[src/rtl/eth_instream_pktzr.sv]
// Packetizer that drains a show-ahead byte FIFO into a TX data FIFO.
// Each packet is a 4-byte sequence number, MSB first, followed by N payload
// bytes. A length word of N+4 follows the last byte.
// A packet starts once a full payload is waiting, or once a partial payload
// has sat idle for FLUSH_CYCLES cycles.
module eth_instream_pktzr #(
    parameter logic [15:0] PAYLOAD_LEN  = 16'h0400,
    parameter logic [23:0] FLUSH_CYCLES = 24'd125000
) (
    input  logic        sys_clk,
    input  logic        reset_n,
    input  logic        en,
    input  logic [7:0]  instream_rddata,
    input  logic [11:0] instream_rcnt,
    input  logic        instream_fifoempty,
    output logic        instream_rden,
    input  logic        tx_data_fifo_full,
    input  logic        tx_len_fifo_full,
    output logic [7:0]  tx_data_fifo_data,
    output logic        tx_data_fifo_write,
    output logic [15:0] tx_len_fifo_data,
    output logic        tx_len_fifo_write,
    output logic        busy
);

    typedef enum logic [1:0] {
        IDLE = 2'd0,
        HDR  = 2'd1,
        DATA = 2'd2,
        LEN  = 2'd3
    } state_t;

    state_t      state_reg, state_next;
    logic [31:0] seq_reg, seq_next;
    logic [23:0] timer_reg, timer_next;
    logic [15:0] n_reg, n_next;
    // Byte index within the current phase: 0..3 in HDR, 0..N-1 in DATA.
    logic [15:0] cnt_reg, cnt_next;

    logic [15:0] rcnt_ext;
    logic        thresh_hit;
    logic        flush_hit;
    logic        start_pkt;

    assign rcnt_ext   = {4'b0000, instream_rcnt};
    assign thresh_hit = (rcnt_ext >= PAYLOAD_LEN);
    assign flush_hit  = (timer_reg == FLUSH_CYCLES) && !instream_fifoempty;
    assign start_pkt  = en && !tx_len_fifo_full && (thresh_hit || flush_hit);
    assign busy       = (state_reg != IDLE);

    // State and datapath registers.
    always_ff @(posedge sys_clk or negedge reset_n) begin
        if (!reset_n) begin
            state_reg <= IDLE;
            seq_reg   <= 32'h0000_0000;
            timer_reg <= 24'h00_0000;
            n_reg     <= 16'h0000;
            cnt_reg   <= 16'h0000;
        end else begin
            state_reg <= state_next;
            seq_reg   <= seq_next;
            timer_reg <= timer_next;
            n_reg     <= n_next;
            cnt_reg   <= cnt_next;
        end
    end

    // Next-state logic and FIFO strobes. Strobes are combinational so that
    // a full flag stalls the same cycle it is seen, and no byte is lost.
    always_comb begin
        state_next         = state_reg;
        seq_next           = seq_reg;
        timer_next         = timer_reg;
        n_next             = n_reg;
        cnt_next           = cnt_reg;
        instream_rden      = 1'b0;
        tx_data_fifo_write = 1'b0;
        tx_data_fifo_data  = 8'h00;
        tx_len_fifo_write  = 1'b0;
        tx_len_fifo_data   = 16'h0000;
        case (state_reg)
            IDLE: begin
                if (start_pkt) begin
                    // The threshold path wins when both conditions hold.
                    // On the threshold path N is the full payload length.
                    state_next = HDR;
                    n_next     = thresh_hit ? PAYLOAD_LEN : rcnt_ext;
                    cnt_next   = 16'h0000;
                    timer_next = 24'h00_0000;
                end else if (instream_fifoempty) begin
                    timer_next = 24'h00_0000;
                end else if (!thresh_hit && (timer_reg != FLUSH_CYCLES)) begin
                    timer_next = timer_reg + 24'd1;
                end
            end
            HDR: begin
                if (!tx_data_fifo_full) begin
                    tx_data_fifo_write = 1'b1;
                    case (cnt_reg[1:0])
                        2'd0:    tx_data_fifo_data = seq_reg[31:24];
                        2'd1:    tx_data_fifo_data = seq_reg[23:16];
                        2'd2:    tx_data_fifo_data = seq_reg[15:8];
                        default: tx_data_fifo_data = seq_reg[7:0];
                    endcase
                    if (cnt_reg[1:0] == 2'd3) begin
                        state_next = DATA;
                        cnt_next   = 16'h0000;
                    end else begin
                        cnt_next = cnt_reg + 16'd1;
                    end
                end
            end
            DATA: begin
                if (!tx_data_fifo_full && !instream_fifoempty) begin
                    instream_rden      = 1'b1;
                    tx_data_fifo_write = 1'b1;
                    tx_data_fifo_data  = instream_rddata;
                    if (cnt_reg == n_reg - 16'd1) begin
                        state_next = LEN;
                        cnt_next   = 16'h0000;
                    end else begin
                        cnt_next = cnt_reg + 16'd1;
                    end
                end
            end
            default: begin
                // LEN: runs only after the last data byte has been written.
                if (!tx_len_fifo_full) begin
                    tx_len_fifo_write = 1'b1;
                    tx_len_fifo_data  = n_reg + 16'd4;
                    seq_next          = seq_reg + 32'd1;
                    state_next        = IDLE;
                end
            end
        endcase
    end

endmodule

[config.mk]
export PLATFORM = sky130hd
export DESIGN_NAME = eth_instream_pktzr
export DESIGN_NICKNAME = d
export VERILOG_FILES = /design/src/rtl/eth_instream_pktzr.sv
export SDC_FILE = /design/constraint.sdc
export NUM_CORES = 1
export LEC_CHECK = 0
export CAP_MARGIN = 10
export CORE_ASPECT_RATIO = 1.75
export CORE_MARGIN = 3
export CORE_UTILIZATION = 28
export DETAILED_ROUTE_END_ITERATION = 12
export PLACE_DENSITY = 0.46
export SLEW_MARGIN = 25
export SYNTH_ARGS = -nofsm -noshare
export SYNTH_HDL_FRONTEND = slang
export SYNTH_SLANG_ARGS = --single-unit
[constraint.sdc]
create_clock -name sys_clk -period 3.5 [get_ports sys_clk]
set_input_delay 0.7 -clock sys_clk [delete_from_list [all_inputs] [get_ports sys_clk]]
set_output_delay 0.7 -clock sys_clk [all_outputs]
set_load 0.02 [all_outputs]
; After elaboration in Yosys (flattened, before gate mapping)
; Index checks and enable logic that the tools add are counted.
[op_classes]
n_addsub = 5
order_cmp = 1
eq_ne = 14
n_mux = 29
n_bitwise = 2
n_reduce_logical = 21
[ops]
columns = op, count
row1 = 2-to-1 mux 16 bit, 7
row2 = 2-to-1 mux 24 bit, 3
row3 = one-hot mux 16 bit (3 select lines), 1
row4 = "adder 32 x 1 -> 32 bit, second input constant", 1
row5 = "adder 24 x 1 -> 24 bit, second input constant", 1
row6 = "equality test 24 x 17 -> 1 bit, second input constant", 1
row7 = "inequality test 24 x 17 -> 1 bit, second input constant", 1
row8 = one-hot mux 8 bit (3 select lines), 1
row9 = "adder 16 x 1 -> 16 bit, second input constant", 1
row10 = "adder 16 x 3 -> 16 bit, second input constant", 1
row11 = equality test 16 bit, 1
row12 = 2-to-1 mux 8 bit, 2
row13 = one-hot mux 8 bit (2 select lines), 1
row14 = "subtractor 16 x 1 -> 16 bit, second input constant", 1
row15 = ">= comparator 12 x 11 -> 1 bit, second input constant", 1
row16 = 2-to-1 mux 12 bit, 1
row17 = 2-to-1 mux 2 bit, 6
row18 = "inequality test 2 bit, second input constant", 5
row19 = "equality test 2 bit, second input constant", 3
row20 = one-hot mux 2 bit (3 select lines), 1
row21 = AND reduction 2 bit, 3
row22 = AND reduction 6 bit, 1
row23 = nonzero test 3 bit, 2
row24 = logical AND 1 bit, 5
row25 = other kinds (11), 21
[totals]
regBits = 90
input_bits = 26
output_inout_bits = 28
elab_cells = 77

; Longest topological paths before layout
; Gate-level depths: netlist of run 1.
[depth]
depth_word = 6
ltp_mapped = 10
depth_no_buf = 9

; Least setup slack after synthesis of run 1
; OpenSTA, ideal clock, no wires.
[synth_path]
kind = register to register
from = register n_reg[2]
to = register cnt_reg[15]
setup_time_ns = 0.126
t_arrival_ns = 2.946
t_required_ns = 3.374
slack_ns = 0.428
stages_incl_launch_ff = 11
n_path_buf = 1
synth_period_minus_slack_ns = 3.072
path_cell_list = dfrtp_1 inv_1 ha_1 nor4bb_1 xnor2_1 nand3_1 or4_4 o41a_1 buf_6 o211a_1 a221o_1
[synth_via]
elab_chain_len = 5
[synth_lines]
columns = element, line
row1 = from (decl), 36  ; logic [15:0] n_reg, n_next;
row2 = from (signal assigned), 63  ; n_reg <= n_next;
row3 = subtractor 16 x 1 -> 16 bit, 118  ; if (cnt_reg == n_reg - 16'd1) begin
row4 = equality test 16 bit, 118
row5 = 2-to-1 mux 16 bit, 118
row6 = 2-to-1 mux 16 bit, 114  ; if (!tx_data_fifo_full && !instream_fifoempty) begin
row7 = one-hot mux 16 bit (3 select lines), 81  ; case (state_reg)
row8 = to (signal assigned), 64  ; cnt_reg <= cnt_next;
row9 = to (decl), 38  ; logic [15:0] cnt_reg, cnt_next;
; Every way passes these cells. The select of a mux whose other input is x is not followed.
; A chain may end at the register's enable or synchronous reset.

; Final worst setup path of run 1
[layout_path]
from = register cnt_reg[0]
to = output tx_data_fifo_data[1]
[layout_via]
elab_chain_len = 4
elab_cells_between_ends = 6
cone_classes = eq/ne (2) / mux (3) / reduce/logical (1)
[layout_lines]
columns = element, line
row1 = "equality test 2 bit, or another cell as far along", 99  ; case (cnt_reg[1:0])
row2 = one-hot mux 8 bit (3 select lines) *, 99
row3 = 2-to-1 mux 8 bit *, 97  ; if (!tx_data_fifo_full) begin
row4 = one-hot mux 8 bit (2 select lines) *, 81
row5 = to (decl), 19  ; output logic [7:0] tx_data_fifo_data,
; Mark *: on every way between the ends. The rest lies on a longest branch, timed or not.

==> flow_summary.ini, run 1 <==
[status]
outcome = completed

[synthesis]
netlist_area_um2 = 5350
postSynthAreaPerCell_um2 = 8.66
ys_seq_elements = 86
ys_seq_area_frac = 0.402
synthFlopType = dfrtp_1
yosys_warnings = 0
syn_inst = 618
synth-async-reset-ratio = 1.00
yosysUniqueCellTypes = 61
synth_edf_count = 0

[global_route]
track_usage = 0.147
grt_max_degree = 53
use_met3 = 0.0185
grt_pass1_wl_um = 24800
grt_util_met1 = 0.158
grt_pass1_vias = 4826
grt_use_met2 = 0.291
gr-total-overflow = 0
antenna_found_initial = 0
grt.busiest_layer = met2

[hold_path]
hp-class = primary input to asynchronous set/reset pin

[worst_setup_path]
critical_path.cell_chain = inv_1 -> ha_1 -> a222oi_1 -> o21ai_0 -> a22oi_1 -> nor2_1 -> clkdlybuf4s50_1
cp.arrival_ns = 2.62
reg2reg_from = n_reg[0]
critPathCapture = tx_data_fifo_data[1]
startpoint = cnt_reg[0]
r2r-end = cnt_reg[15]
crit_path_max_fanout = 8
worst-path-buf-inv = 2
critical_path.max_stage_delay_ns = 0.55
rrSetupSlack_ns = 0.31
path_depth = 7
cp-start-kind = flip-flop
cp.required_ns = 2.80
crit_type = flip-flop to primary output
r2r_cells = 9
crit_slowest_cell = clkdlybuf4s50_1
crit_path_end_kind = primary output
critical_path.top_delay_family = compound AO/OA/AOI/OAI gates

[placement]
gp_congestion = 0.846
dp_hpwl_um = 11600
dp_cells = 897
place_ws_ns = 0.131
port_buffers = 50

[clock_network]
clock_sinks = 86
cts_root_buffer = clkbuf_16
post_cts_buffers = 0
cts_buffers = 9
clock_path_buffers = 2
htree_num_levels = 3
hold_buffers = 0
cts_tree = built
path_clk_slew_ns = 0.06
clk_latency_ns = 0.35

[sta]
finalMaxSlewViolations = 0
worstMarginPinSlew_ns = 0.812
fin_ws_ns = 0.178
timing.final.crit_share = 0.949
hold_viol = 0
fmax_mhz = 301
finClkSkew_ns = 0.0104
setup_viol = 0
fin_tns_setup_ns = 0
rsz0062_at_grt = no
period_minus_slack_ns = 3.32
max_slew_margin = 0.458

[pwr]
swShare = 0.406
ir_drop_uv = 223
leakage_nw = 2.74
power_frac_seq = 0.316
internal_power_mw = 2.33
netSwitchingPower_mw = 1.59
p_comb_frac = 0.436
power_density_nw_per_um2 = 605
pwr-share-clk = 0.248

[finish]
final-instance-count-excl-fill = 913
synthToLayoutAreaGrowth_pct = 21.0
fillers = 2014
drive_gt1_frac = 0.0844
largest_register_ffs = 32
nNetsFinal = 711
antenna_cells = 0

[drt]
firstDrtPassIters = 5
drtAntennaViolNets = 0
drt_iter0_markers = 183
route.detailed.drc = 0
viasPerCell = 5.06
wire_per_inst_um = 16.5
vias = 4619
routed_wirelength_um = 15100

[floorplan]
coreArea_um2 = 18700
rows = 66
io_pins = 54
die-area_um2 = 20900
die_w_um = 111
die_h_um = 189
start_util = 0.287

[job]
cap_violations = 0
-- power by group through the flow --
| stage | registers [mW] | logic, mW | clock network, mW |
|---|---|---|---|
| floorplan | 1.21 | 1.20 | 0 |
| global route | 1.26 | 1.89 | 1.04 |
| finish | 1.24 | 1.71 | 0.973 |
| detailed placement | 1.26 | 1.70 | 0 |
| CTS | 1.24 | 1.71 | 1.01 |
| global placement | 1.25 | 1.66 | 0 |
-- cell usage after synthesis (14+ instances only) --
master    count  share of area
xnor2_1      38          0.062
nand3_1      31          0.029
nand4_1      14          0.016
dfrtp_1      86           0.40
clkbuf_1     26          0.018
xor2_1       30          0.049
nand2_1      77          0.054
o21ai_0      40          0.037
nor3_1       23          0.022
nor2_1       59          0.041
ha_1         15          0.035
inv_1        23          0.016
a21oi_1      19          0.018
-- cell families after synthesis --
logic type                 Yosys count  share of synthesized area
and+or+nand+nor                    278                      0.259
AOI/OAI and AO/OA                  107                      0.135
DFF                                 86                      0.402
xor gates and xnor gates            68                      0.111
buffers and inverters               58                     0.0472
adders and majority gates           15                     0.0351
muxes                                5                    0.00982
other                                1                   0.000701
-- cell type report --
| class | instances | area [um2] | share of cell area |
|---|---|---|---|
| Multi-Input combinational cell | 476 | 2960 | 0.457 |
| Tap cell | 238 | 298 | 0.0460 |
| Inverter | 23 | 86.3 | 0.0133 |
| Sequential cell | 86 | 2150 | 0.333 |
| Timing Repair Buffer | 74 | 678 | 0.105 |
| Clock inverter | 7 | 72.6 | 0.0112 |
| Clock buffer | 9 | 225 | 0.0348 |
-- cell usage in the layout, fill, tap and decap left out, types with 5 or more instances in the layout --
master and n:
nor4_1 8, o21ai_0 40, ha_1 15, nand2_1 77, a21o_1 5, a21oi_1 19, nand4_1 14, and2_1 8
a222oi_1 8, nand3_1 31, xnor2_1 38, clkdlybuf4s50_1 49, buf_4 25, clkbuf_16 9, nor2_1 59, inv_1 23
or3_1 12, dfrtp_1 84, a22oi_1 8, and3_1 13, nor3_1 23, xor2_1 30
-- metal layers --
layer	wire length [um]	vias up	share of wire
met5	0	-	0
met3	374	20	0.025
met4	286	0	0.019
li1	-	2265	-
met2	8390	86	0.56
met1	6030	2248	0.40
-- per-stage QoR --
step,cell area [um2],total power [mW],utilization,hold slack (ns)
floorplan,5360,2.41,-,0.404
global placement,6170,2.91,0.331,0.484
detailed placement,6170,2.95,0.331,0.486
global route,6470,4.19,0.347,0.456
CTS,6470,3.96,0.346,0.418
finish,6470,3.92,0.347,0.391
-- repair_timing --
action	in CTS	in global routing
endpoints found under the hold margin	0	0
setup endpoints to repair	0	7
gates resized for setup	0	3
-- worst min-delay path by stage --
stage                     slack, ns         from           to
after floorplan                0.40      reset_n   cnt_reg[0]
after global placement         0.48  seq_reg[31]  seq_reg[31]
after detailed placement       0.49  seq_reg[31]  seq_reg[31]
after CTS                      0.42      reset_n     n_reg[4]
after global routing           0.46      reset_n     n_reg[4]
final                          0.39      reset_n     n_reg[4]
No activity file was read; power rests on OpenSTA's default activity.
==> inputs of run 2 (changes only) <==
--- a/config.mk
+++ b/config.mk
@@ -6,11 +6,11 @@
 export NUM_CORES = 1
 export LEC_CHECK = 0
 export CAP_MARGIN = 10
-export CORE_ASPECT_RATIO = 1.75
+export CORE_ASPECT_RATIO = 0.5
 export CORE_MARGIN = 3
-export CORE_UTILIZATION = 28
+export CORE_UTILIZATION = 58
 export DETAILED_ROUTE_END_ITERATION = 12
-export PLACE_DENSITY = 0.46
+export PLACE_DENSITY = 0.82
 export SLEW_MARGIN = 25
 export SYNTH_ARGS = -nofsm -noshare
 export SYNTH_HDL_FRONTEND = slang
==> flow_summary.ini, run 2 (same netlist as run 1, synthesis figures left out) <==
[status]
outcome = completed

[sta]
hold_viol = 0
finClkSkew_ns = 0.00797
setup_viol = 0
fmax_mhz = 300
worstMarginPinSlew_ns = 0.762
max_slew_margin = 0.492
finalMaxSlewViolations = 0
rsz0062_at_grt = no
fin_tns_setup_ns = 0
timing.final.crit_share = 0.951
period_minus_slack_ns = 3.33

[job]
cap_violations = 0

[floorplan]
die_h_um = 73.9
coreArea_um2 = 8830
start_util = 0.606
io_pins = 54
rows = 24
die_w_um = 142
die-area_um2 = 10500

[pwr]
power_density_nw_per_um2 = 606
power_mw = 3.79
ir_drop_uv = 346
leakage_nw = 2.70

[drt]
routed_wirelength_um = 12800
drtAntennaViolNets = 0
vias = 4713
route.detailed.drc = 0
firstDrtPassIters = 8
drt_iter0_markers = 455
viasPerCell = 6.01
wire_per_inst_um = 16.3

[finish]
final_cell_mix = dfrtp_1, nand2_1, nor2_1, clkdlybuf4s50_1, o21ai_0
final_common_cell = dfrtp_1
drive_gt1_frac = 0.0720
largest_register_ffs = 32
nNetsFinal = 703
antenna_cells = 0
synthToLayoutAreaGrowth_pct = 17.0
fin_area_um2 = 6260

[global_route]
grt.busiest_layer = met2
grt_pass1_vias = 4454
grt_max_degree = 61
grt_pass1_wl_um = 21900
gr-total-overflow = 0
grt_use_met2 = 0.434
track_usage = 0.260
grt_util_met1 = 0.355
use_met3 = 0.0514
antenna_found_initial = 0

[clock_network]
post_cts_buffers = 0
clock_path_buffers = 2
cts_root_buffer = clkbuf_16
cts_resized = 0
cts_buffers = 9
hold_buffers = 0
htree_num_levels = 3
clk_latency_ns = 0.34
path_clk_slew_ns = 0.06
cts_tree = built
clock_sinks = 86

[placement]
port_buffers = 50
gp_congestion = 0.868
placed_area_um2 = 5960
dp_hpwl_um = 9190

[worst_setup_path]
cp.arrival_ns = 2.63
crit_type = primary input to primary output
cp.required_ns = 2.80
cp-start-kind = primary input
startpoint = instream_fifoempty
crit_path_end_kind = primary output
reg2reg_from = n_reg[3]
crit_path_max_fanout = 10

[hold_path]
hp-class = primary input to asynchronous set/reset pin
==> run 2: cell count changes in the layout (fill, tap and decap cells not counted), moves of 2 or more <==
| cell | change |
|---|---|
| buf_4 | -8 |
| inv_6 | -2 |
| ha_2 | +2 |
| ha_1 | -2 |
| dfrtp_1 | +2 |
| dfrtp_2 | -2 |
| clkinvlp_4 | -2 |
| clkinv_4 | +2 |
==> run 2: final timing paths <==
path	end	slack, ns	cells past startpoint
max	tx_data_fifo_data[1]	0.17	6
min	cnt_reg[13]	0.41	1
max reg2reg	cnt_reg[15]	0.32	9
min reg2reg	seq_reg[31]	0.49	1
max in group asynchronous	cnt_reg[3]	2.35	2
min in group sys_clk	seq_reg[31]	0.49	1
==> run 2: per-layer routing <==
layer,up-vias,wire length [um]
li1,2258,-
met1,2276,5680
met2,154,6170
met3,25,746
met4,0,222
met5,-,0
==> run 2: final cells by class <==
cell class              count  area (um2)
well taps                 117         146
fillers                   684        2570
clock inverters             6        62.6
clock buffers              10         229
multi-input cells         476        2970
flip-flops and latches     86        2150
repair buffers             66         618
inverters                  23        86.3
==> run 2: report_power, final <==
| part | switching [mW] | total (mW) | internal [mW] |
|---|---|---|---|
| sequential | 0.159 | 1.26 | 1.10 |
| clock | 0.395 | 0.947 | 0.552 |
| combinational | 0.952 | 1.59 | 0.639 |
==> run 2: critical path: stages <==
cell	delay, ns
clkdlybuf4s50_1	0.51
nor2_1	0.16
and2_1	0.35
a22oi_1	0.15
nor2_1	0.13
clkdlybuf4s50_1	0.63
==> run 2: through the flow <==
stage / utilization / hold WS, ns / instances / worst slack (ns)
2_1_floorplan: - / 0.404 / 620 / 0.428
3_3_place_gp: 0.675 / 0.463 / 768 / 0.243
3_5_place_dp: 0.675 / 0.474 / 768 / 0.183
4_1_cts: 0.708 / 0.449 / 784 / 0.162
5_1_grt: 0.709 / 0.480 / 784 / 0.0157
6_report: 0.709 / 0.415 / 784 / 0.171
